**src/rtl/code_queue_pkg.sv**
```systemverilog
// code_queue_pkg: shared types and constants for the instruction prefetch queue.
package code_queue_pkg;

  typedef enum logic [1:0] {
    IDLE  = 2'd0,
    RUN   = 2'd1,
    DRAIN = 2'd2
  } cq_state_t;

  // Dwords presented to the decoder in the code window.
  localparam int CQ_WIN_DWORDS = 4;
  // Longest instruction the decoder can retire in one consume.
  localparam int CQ_MAX_ILEN   = 15;

  function automatic logic [31:0] cq_dword_align(input logic [31:0] addr);
    return {addr[31:2], 2'b00};
  endfunction

endpackage

```
**src/rtl/code_queue_ram.sv**
```systemverilog
// code_queue_ram: DEPTH x 32 circular dword store with one write port and a
// window of CQ_WIN_DWORDS contiguous reads starting at the head pointer.
module code_queue_ram
  import code_queue_pkg::*;
#(
  parameter int DEPTH = 8
) (
  input  logic                          clock,
  input  logic                          reset_n,
  input  logic                          we,
  input  logic [$clog2(DEPTH)-1:0]      waddr,
  input  logic [31:0]                   wdata,
  input  logic [$clog2(DEPTH)-1:0]      head,
  output logic [32*CQ_WIN_DWORDS-1:0]   rdata
);

  localparam int PW = $clog2(DEPTH);

  logic [31:0] r_mem [DEPTH];

  // Storage: cleared on reset so the window reads zero until filled.
  always_ff @(posedge clock or negedge reset_n) begin
    if (!reset_n) begin
      for (int i = 0; i < DEPTH; i++) begin
        r_mem[i] <= '0;
      end
    end else if (we) begin
      r_mem[waddr] <= wdata;
    end
  end

  // Window read: pointer arithmetic wraps naturally because DEPTH is a power of 2.
  always_comb begin
    rdata = '0;
    for (int k = 0; k < CQ_WIN_DWORDS; k++) begin
      rdata[32*k +: 32] = r_mem[head + PW'(k)];
    end
  end

endmodule

```
**src/rtl/code_queue.sv**
```systemverilog
// code_queue: instruction prefetch queue and fetch sequencer for the decoder.
// Optional feature macro: CODE_QUEUE_STATS_EN adds the stall_cnt output.
//
// state | meaning
// ------+-----------------------------------------------------------------
// IDLE  | no fetch address yet; waits for the first flush
// RUN   | fetching into the queue and serving the decoder window
// DRAIN | flushed while a request was outstanding; waits for its ack and
//       | throws the data away before restarting at the latched address
module code_queue
  import code_queue_pkg::*;
#(
  parameter int DEPTH = 8
) (
  input  logic         clock,
  input  logic         reset_n,
  input  logic         flush,
  input  logic [31:0]  flush_addr,
  output logic         mem_req,
  output logic [31:0]  mem_addr,
  input  logic         mem_ack,
  input  logic [31:0]  mem_data,
  output logic [127:0] codebuf,
  output logic [1:0]   align,
  output logic [31:0]  code_addr,
  output logic         code_valid,
  input  logic         consume,
  input  logic [3:0]   consume_len
`ifdef CODE_QUEUE_STATS_EN
  ,
  output logic [31:0]  stall_cnt
`endif
);

  localparam int PW    = $clog2(DEPTH);
  localparam int CW    = PW + 1;
  localparam int SUM_W = $clog2(3 + CQ_MAX_ILEN + 1);
  localparam logic [CW-1:0] FULL = CW'(DEPTH);
  localparam logic [CW-1:0] WIN  = CW'(CQ_WIN_DWORDS);

  cq_state_t        r_state;
  logic [CW-1:0]    r_count;
  logic [PW-1:0]    r_head;
  logic [PW-1:0]    r_tail;
  logic [1:0]       r_align;
  logic [31:0]      r_code_addr;
  logic [31:0]      r_fetch_addr;
  logic [31:0]      r_drain_addr;
  logic             r_mem_req;
  logic             r_code_valid;

  logic             w_push;
  logic             w_consume_ok;
  logic [SUM_W-1:0] w_sum;
  logic [SUM_W-3:0] w_pop;
  logic [CW-1:0]    w_count_next;
  logic [31:0]      w_flush_dw;

  // Push/pop decisions for this cycle; flush wins over both.
  always_comb begin
    w_flush_dw   = cq_dword_align(flush_addr);
    w_push       = (r_state == RUN) && r_mem_req && mem_ack && !flush;
    w_consume_ok = consume && r_code_valid && !flush && (consume_len != 4'd0);
    w_sum        = SUM_W'(r_align) + SUM_W'(consume_len);
    w_pop        = w_consume_ok ? w_sum[SUM_W-1:2] : '0;
    w_count_next = r_count + CW'(w_push) - CW'(w_pop);
  end

  // Sequencer: fetch state, queue pointers and all decoder-facing registers.
  always_ff @(posedge clock or negedge reset_n) begin
    if (!reset_n) begin
      r_state      <= IDLE;
      r_count      <= '0;
      r_head       <= '0;
      r_tail       <= '0;
      r_align      <= '0;
      r_code_addr  <= '0;
      r_fetch_addr <= '0;
      r_drain_addr <= '0;
      r_mem_req    <= 1'b0;
      r_code_valid <= 1'b0;
    end else begin
      case (r_state)
        IDLE: begin
          if (flush) begin
            r_state      <= RUN;
            r_fetch_addr <= w_flush_dw;
            r_mem_req    <= 1'b1;
          end
        end
        RUN: begin
          if (flush) begin
            if (r_mem_req && !mem_ack) begin
              // Request in flight: memory still owns mem_addr until it acks.
              r_state      <= DRAIN;
              r_drain_addr <= w_flush_dw;
            end else begin
              r_fetch_addr <= w_flush_dw;
              r_mem_req    <= 1'b1;
            end
          end else begin
            if (w_push) begin
              r_tail       <= r_tail + PW'(1);
              r_fetch_addr <= r_fetch_addr + 32'd4;
            end
            if (w_consume_ok) begin
              r_head      <= r_head + PW'(w_pop);
              r_align     <= w_sum[1:0];
              r_code_addr <= r_code_addr + 32'(consume_len);
            end
            r_count      <= w_count_next;
            r_code_valid <= (w_count_next >= WIN);
            // After an ack the request line rests for one cycle.
            if (r_mem_req) begin
              r_mem_req <= !mem_ack;
            end else begin
              r_mem_req <= (w_count_next < FULL);
            end
          end
        end
        DRAIN: begin
          if (flush) begin
            r_drain_addr <= w_flush_dw;
          end
          if (mem_ack) begin
            r_state      <= RUN;
            r_mem_req    <= 1'b1;
            r_fetch_addr <= flush ? w_flush_dw : r_drain_addr;
          end
        end
        default: begin
          r_state   <= IDLE;
          r_mem_req <= 1'b0;
        end
      endcase

      if (flush) begin
        r_count      <= '0;
        r_head       <= '0;
        r_tail       <= '0;
        r_code_valid <= 1'b0;
        r_align      <= flush_addr[1:0];
        r_code_addr  <= flush_addr;
      end
    end
  end

  code_queue_ram #(
    .DEPTH (DEPTH)
  ) u_ram (
    .clock   (clock),
    .reset_n (reset_n),
    .we      (w_push),
    .waddr   (r_tail),
    .wdata   (mem_data),
    .head    (r_head),
    .rdata   (codebuf)
  );

  assign mem_req    = r_mem_req;
  assign mem_addr   = r_fetch_addr;
  assign code_valid = r_code_valid;
  assign align      = r_align;
  assign code_addr  = r_code_addr;

`ifdef CODE_QUEUE_STATS_EN
  logic [31:0] r_stall_cnt;

  // Cycles spent fetching without a full window for the decoder; saturating.
  always_ff @(posedge clock or negedge reset_n) begin
    if (!reset_n) begin
      r_stall_cnt <= '0;
    end else if ((r_state == RUN) && !r_code_valid && (r_stall_cnt != '1)) begin
      r_stall_cnt <= r_stall_cnt + 32'd1;
    end
  end

  assign stall_cnt = r_stall_cnt;
`endif

endmodule

```
**config.mk**
```make
export PLATFORM = sky130hd
export DESIGN_NAME = code_queue
export DESIGN_NICKNAME = d
export VERILOG_FILES = /design/src/rtl/code_queue_pkg.sv /design/src/rtl/code_queue_ram.sv /design/src/rtl/code_queue.sv
export SDC_FILE = /design/constraint.sdc
export NUM_CORES = 1
export LEC_CHECK = 0
export BUFFER_PORTS_ARGS = -buffer_cell sky130_fd_sc_hd__buf_2
export CAP_MARGIN = 20
export CORE_AREA = 2 2 283 229
export DETAILED_ROUTE_END_ITERATION = 7
export DIE_AREA = 0 0 285 231
export GPL_TIMING_DRIVEN = 0
export PLACE_DENSITY = 0.61
export SYNTH_ARGS = -nofsm -noshare
export SYNTH_HDL_FRONTEND = slang
export SYNTH_SLANG_ARGS = --single-unit
```
**constraint.sdc**
```tcl
create_clock -name clock -period 7.4 [get_ports clock]
set_input_delay 1.85 -clock clock [delete_from_list [all_inputs] [get_ports clock]]
set_output_delay 1.85 -clock clock [all_outputs]
set_load 0.005 [all_outputs]
```
# Word-level counts from Yosys, hierarchy flattened
# Cells that the tools add are included.
# W data, S select, Z words.
[word_totals] regBits=368 out_inout_bits=196 in_bits=73
[classes] reduce_logical=23 eq_ne=8 muxes=53 order_cmp=8 add_sub_neg=10 bitwise_logic=5
[op_table] op="$mux W32" n=20
[op_table] op="$bmux W32 S3" n=4
[op_table] op="$bwmux W256" n=1
[op_table] op="$demux W32 S3" n=1
[op_table] op="$pmux W32 S3" n=1
[op_table] op="$pmux W32 S2" n=1
[op_table] op="$add A32 B3 Y32 const B" n=1
[op_table] op="$add A32 B4 Y32" n=1
[op_table] op="$mux W3" n=7
[op_table] op="$ge A4 B4 Y1 const B" n=5
[op_table] op="$not A3 Y4" n=5
[op_table] op="$mux W2" n=7
[op_table] op="$logic_and A1 B1 Y1" n=8
[op_table] op="$mux W4" n=2
[op_table] op="$reduce_bool A2 Y1" n=4
[op_table] op="$mux W1" n=7
[op_table] op="$add A3 B1 Y3 const B" n=2
[op_table] op="$add A3 B2 Y3 const B" n=2
[op_table] op="$ne A2 B2 Y1 const B" n=3
[op_table] op="$pmux W2 S3" n=1
[op_table] op="$reduce_and A3 Y1" n=2
[op_table] op="$add A2 B4 Y5" n=1
[op_table] op="$reduce_and A5 Y1" n=1
[op_table] op="$add A4 B1 Y4" n=1
[op_table] op="other kinds (17)" n=19

# Longest topological paths before layout
[logic_depth] ltp_word=10 depth_mapped=14 depth_no_buf=13

# Modules after synthesis
# A second synthesis with hierarchy kept.
[unflattened] hier_cells=1781 area_unflattened_um2=23471.3
[by_module_without_submodules] module="code_queue_ram" n_inst=1 seq_area_each_um2=6406.1 cells_each=1004 area_per_inst_um2=16475.8
[by_module_without_submodules] module="code_queue" n_inst=1 seq_area_each_um2=2802.7 cells_each=777 area_per_inst_um2=6995.5

# Least setup slack after synthesis
# Ideal clock, no wire load.
[synth_path] path_kind="reg2out" from="register r_head[0]" to="output codebuf[100]" path_buffers=4 path_slack_ns=2.787 required_time_ns=5.550 arrival_time_ns=2.763 path_stages_with_launch=9 path_cell_list="dfrtp_1 > clkbuf_1 > clkbuf_1 > clkbuf_1 > inv_1 > ha_1 > xnor2_1 > buf_2 > mux4_2"
[synth_between] elab_chain_len=5
[synth_rtl] item="start: declaration" line="code_queue.sv:43" source="logic [PW-1:0] r_head;"
[synth_rtl] item="start signal: assignment" line="code_queue.sv:107" source="r_head <= r_head + PW'(w_pop);"
[synth_rtl] item="$add A3 B2 Y3" line="code_queue_ram.sv:36" source="rdata[32*k +: 32] = r_mem[head + PW'(k)];"
[synth_rtl] item="$not A3 Y4 (implied by the code)" line="code_queue_ram.sv:36"
[synth_rtl] item="$bmux W32 S3" line="code_queue_ram.sv:36"
[synth_rtl] item="$mux W32 (implied by the code) (2 in series)" line="code_queue_ram.sv:36"
[synth_rtl] item="end: declaration" line="code_queue.sv:23" source="output logic [127:0] codebuf,"
# Every way passes these cells. The select of a mux whose other input is x is not followed.

# Worst setup path after layout
[layout_path] from="register r_head[0]" to="output codebuf[110]"
# The elaborated chain is that of the path after synthesis.

==> reports/qor.yml <==
status:
  status: "complete, no violations"
clocking:
  clkTransAtPathRegs_ns: 0.06
  cts_resized: 0
  tritoncts: "done"
  numCtsBuffers: 44
  clock_sinks: 368
  h-tree-depth: 2
  cts_setup_buffers: 0
  cts_root_buffer: "clkbuf_16"
  clk_path_buf_depth: 3
  cts_hold_buf: 0
  clk_latency_ns: 0.57
logic_synthesis:
  synth_top_area_cell: "dfrtp_1"
  syn_inst: 1758
  synth_cell_types: 70
  synth_top_cell_area_share_pct: 40.95
  ys_ff_latch: 368
  syn_nets: 1857
  synth_edf_count: 0
  avgSynthCellArea_um2: 12.79
  synth.most_common_cell: "mux2_2"
  ys_warn_count: 0
  synth-main-ff-cell: "dfrtp_1"
  synth-async-reset-ratio_pct: 100.0
  synth-seq-area-share_pct: 40.95
  synth_area_leaders: "dfrtp_1 41%, mux2_2 26%, mux4_2 13%, nand2_1 1.6%, o21ai_0 1.2%"
  synth_common_cells: "522 x mux2_2, 368 x dfrtp_1, 128 x mux4_2"
  synth_area_um2: 22490
grt:
  antenna_found_initial: 5
  top_usage_layer: "met2"
  grt_pass1_wl_mm: 112.0
  met3_usage_pct: 4.348
  grt_pass1_vias: 17619
  grt-ovfl-total: 0
  grt_use_met2_pct: 34.44
  use_met1_pct: 31.01
  grt_max_degree: 113
  track_usage_pct: 22.21
pwr:
  switchingPower_mw: 2.577
  peakVddDrop_mv: 0.2630
  pwr-share-comb_pct: 32.1
  p_leak_nw: 12.15
  clkPwrFrac_pct: 31.9
  power_density_nw_per_um2: 284.9
  internal_power_mw: 5.029
  switching_share_pct: 33.88
  seqPwrFrac_pct: 36.0
floorplan:
  die_y_um: 231
  rows: 83
  die_w_um: 285
  coreArea_um2: 63350
  pin_count: 269
  dieArea_um2: 65840
  start_util_pct: 35.50
min_path:
  hold_class: "flop to flop"
  hold_path_depth: 1
drt:
  dr_total_vias: 17398
  wirelength_mm: 74.75
  vias_per_cell: 5.862
  antenna_left: 0
  drt_iter0_markers: 1526
  drt_pass1_iterations: 6
  wire_per_inst_um: 25.19
  drcViolationCount: 0
cells_and_area:
  drive_gt1_share_pct: 49.98
  final_nets: 2181
  area_growth_pct: 18.71
worst_setup_path:
  crit_chain: "clkbuf_1, clkbuf_1, clkbuf_1, inv_1, ha_1, buf_1, clkbuf_1, mux4_2, buf_2"
  required_ns: 5.55
  regToRegEndpoint: "mem_addr[15]"
  r2r_setup_slack_ns: 3.83
  path_buf_inv: 7
  critPathTopFamily: "buffers and inverters"
  cp-endpoint: "codebuf[110]"
  start_kind: "flop"
  critPathCaptureType: "primary output"
  crit_slowest_cell: "clkbuf_1"
  crit_start: "r_head[0]"
  max_stage_delay_ns: 0.79
  worstPathMaxFanout: 10
  crit_type: "flop to primary output"
  arrival_ns: 5.04
  cpMostUsedCell: "clkbuf_1"
  rr_worst_depth: 8
  r2r_start: "r_state[1]"
  cp.depth: 9
sta:
  setup_viol: 0
  timing.fmax_ghz: 0.1451
  final.period_utilization_pct: 93.15
  tightest_slew_ns: 1.075
  fin_skew_ns: 0.01580
  maxSlewHeadroom_pct: 28.36
  period_needed_ns: 6.893
  fin_setup_tns_ns: 0
  hold_viol: 0
  setup_ws_ns: 0.5068
  rsz0062_at_grt: "no"
  report.final.slew_viol_count: 0
place:
  dp_slack_ns: 0.9569
  gp_congestion: 0.8948
  port_buffers: 268
  dp.final_hpwl_mm: 52.01
run:
  max_cap_violations: 0
==> cell families (layout without fill, tap and decap cells) <==
group | after synthesis | count (layout) | share of synthesized area [%]
buffers and inverters | 162 | 521 | 3.099
other | 0 | 1 | 0
adders and majority gates | 26 | 26 | 1.580
muxes | 681 | 681 | 40.47
and+or+nand+nor | 287 | 287 | 6.555
xor gates and xnor gates | 19 | 19 | 0.7400
AOI/OAI and AO/OA | 215 | 215 | 6.605
DFF | 368 | 368 | 40.95
==> flip-flops by register name, indices dropped and copies added (netlist names) <==
name / count
r_state: 2
r_head: 3
r_count: 4
code_valid: 1
r_drain_addr: 32
code_addr: 32
r_tail: 3
mem_addr: 32
u_ram.r_mem: 256
mem_req: 1
align: 2
==> worst min-delay path by stage <==
stage	end	start	slack [ns]
6_report	r_drain_addr[0]	r_drain_addr[0]	0.49
5_1_grt	mem_addr[1]	mem_addr[1]	0.52
4_1_cts	r_drain_addr[0]	r_drain_addr[0]	0.49
3_5_place_dp	r_drain_addr[1]	r_drain_addr[1]	0.47
3_3_place_gp	mem_addr[1]	mem_addr[1]	0.47
2_1_floorplan	r_drain_addr[0]	r_drain_addr[0]	0.45
==> power groups by stage <==
stage	registers [mW]	clock network [mW]	logic [mW]
after global placement	2.73	0	2.35
after detailed placement	2.76	0	2.41
after floorplan	2.67	0	1.52
after global routing	2.78	2.56	2.64
after CTS	2.72	2.47	2.42
final	2.74	2.42	2.44
==> cells in the final DEF, fill, tap and decap left out, drive strengths merged, types with 7 or more instances in the layout <==
| cell | Yosys | routed |
|---|---|---|
| a21oi | 31 | 31 |
| a22o | 9 | 9 |
| a22oi | 7 | 7 |
| and2 | 8 | 8 |
| and3 | 13 | 13 |
| buf | 57 | 335 |
| bufinv | 0 | 8 |
| clkbuf | 74 | 135 |
| clkinv | 0 | 11 |
| dfrtp | 368 | 368 |
| ha | 22 | 22 |
| inv | 31 | 32 |
| mux2 | 545 | 545 |
| mux2i | 8 | 8 |
| mux4 | 128 | 128 |
| nand2 | 94 | 94 |
| nand3 | 33 | 33 |
| nand4 | 23 | 23 |
| nor2 | 52 | 52 |
| nor2b | 11 | 11 |
| nor3 | 9 | 9 |
| nor4 | 13 | 13 |
| o211ai | 24 | 24 |
| o21ai | 56 | 56 |
| o311ai | 22 | 22 |
| or3 | 9 | 9 |
| xnor2 | 13 | 13 |
==> layer usage <==
metal,up-vias,wire length [um]
li1,7405,-
met1,9111,32920
met2,712,34170
met3,164,5048
met4,6,2573
met5,-,41
==> area by class of cell <==
type | instances | area (um2)
Antenna cell | 1 | 2.502
Buffer | 131 | 580.6
Clock buffer | 61 | 1287
Clock inverter | 20 | 315.3
Fill cell | 5900 | 36660
Inverter | 31 | 116.4
Multi-Input combinational cell | 1228 | 12580
Sequential cell | 368 | 9209
Tap cell | 850 | 1064
Timing Repair Buffer | 278 | 1538
==> per-stage QoR <==
stage                     instances  cell area, um2  utilization [%]  hold WS (ns)  power [mW]
after floorplan                1758           22490                -        0.4534       4.186
after global placement         2876           24890            39.29        0.4703       5.071
after detailed placement       2884           25060            39.56        0.4743       5.161
after CTS                      2965           26660            42.09        0.4927       7.616
after global routing           2968           26690            42.14        0.5185       7.983
final                          2968           26690            42.14        0.4873       7.606
Note: power is estimated with default switching activity, not from simulation.
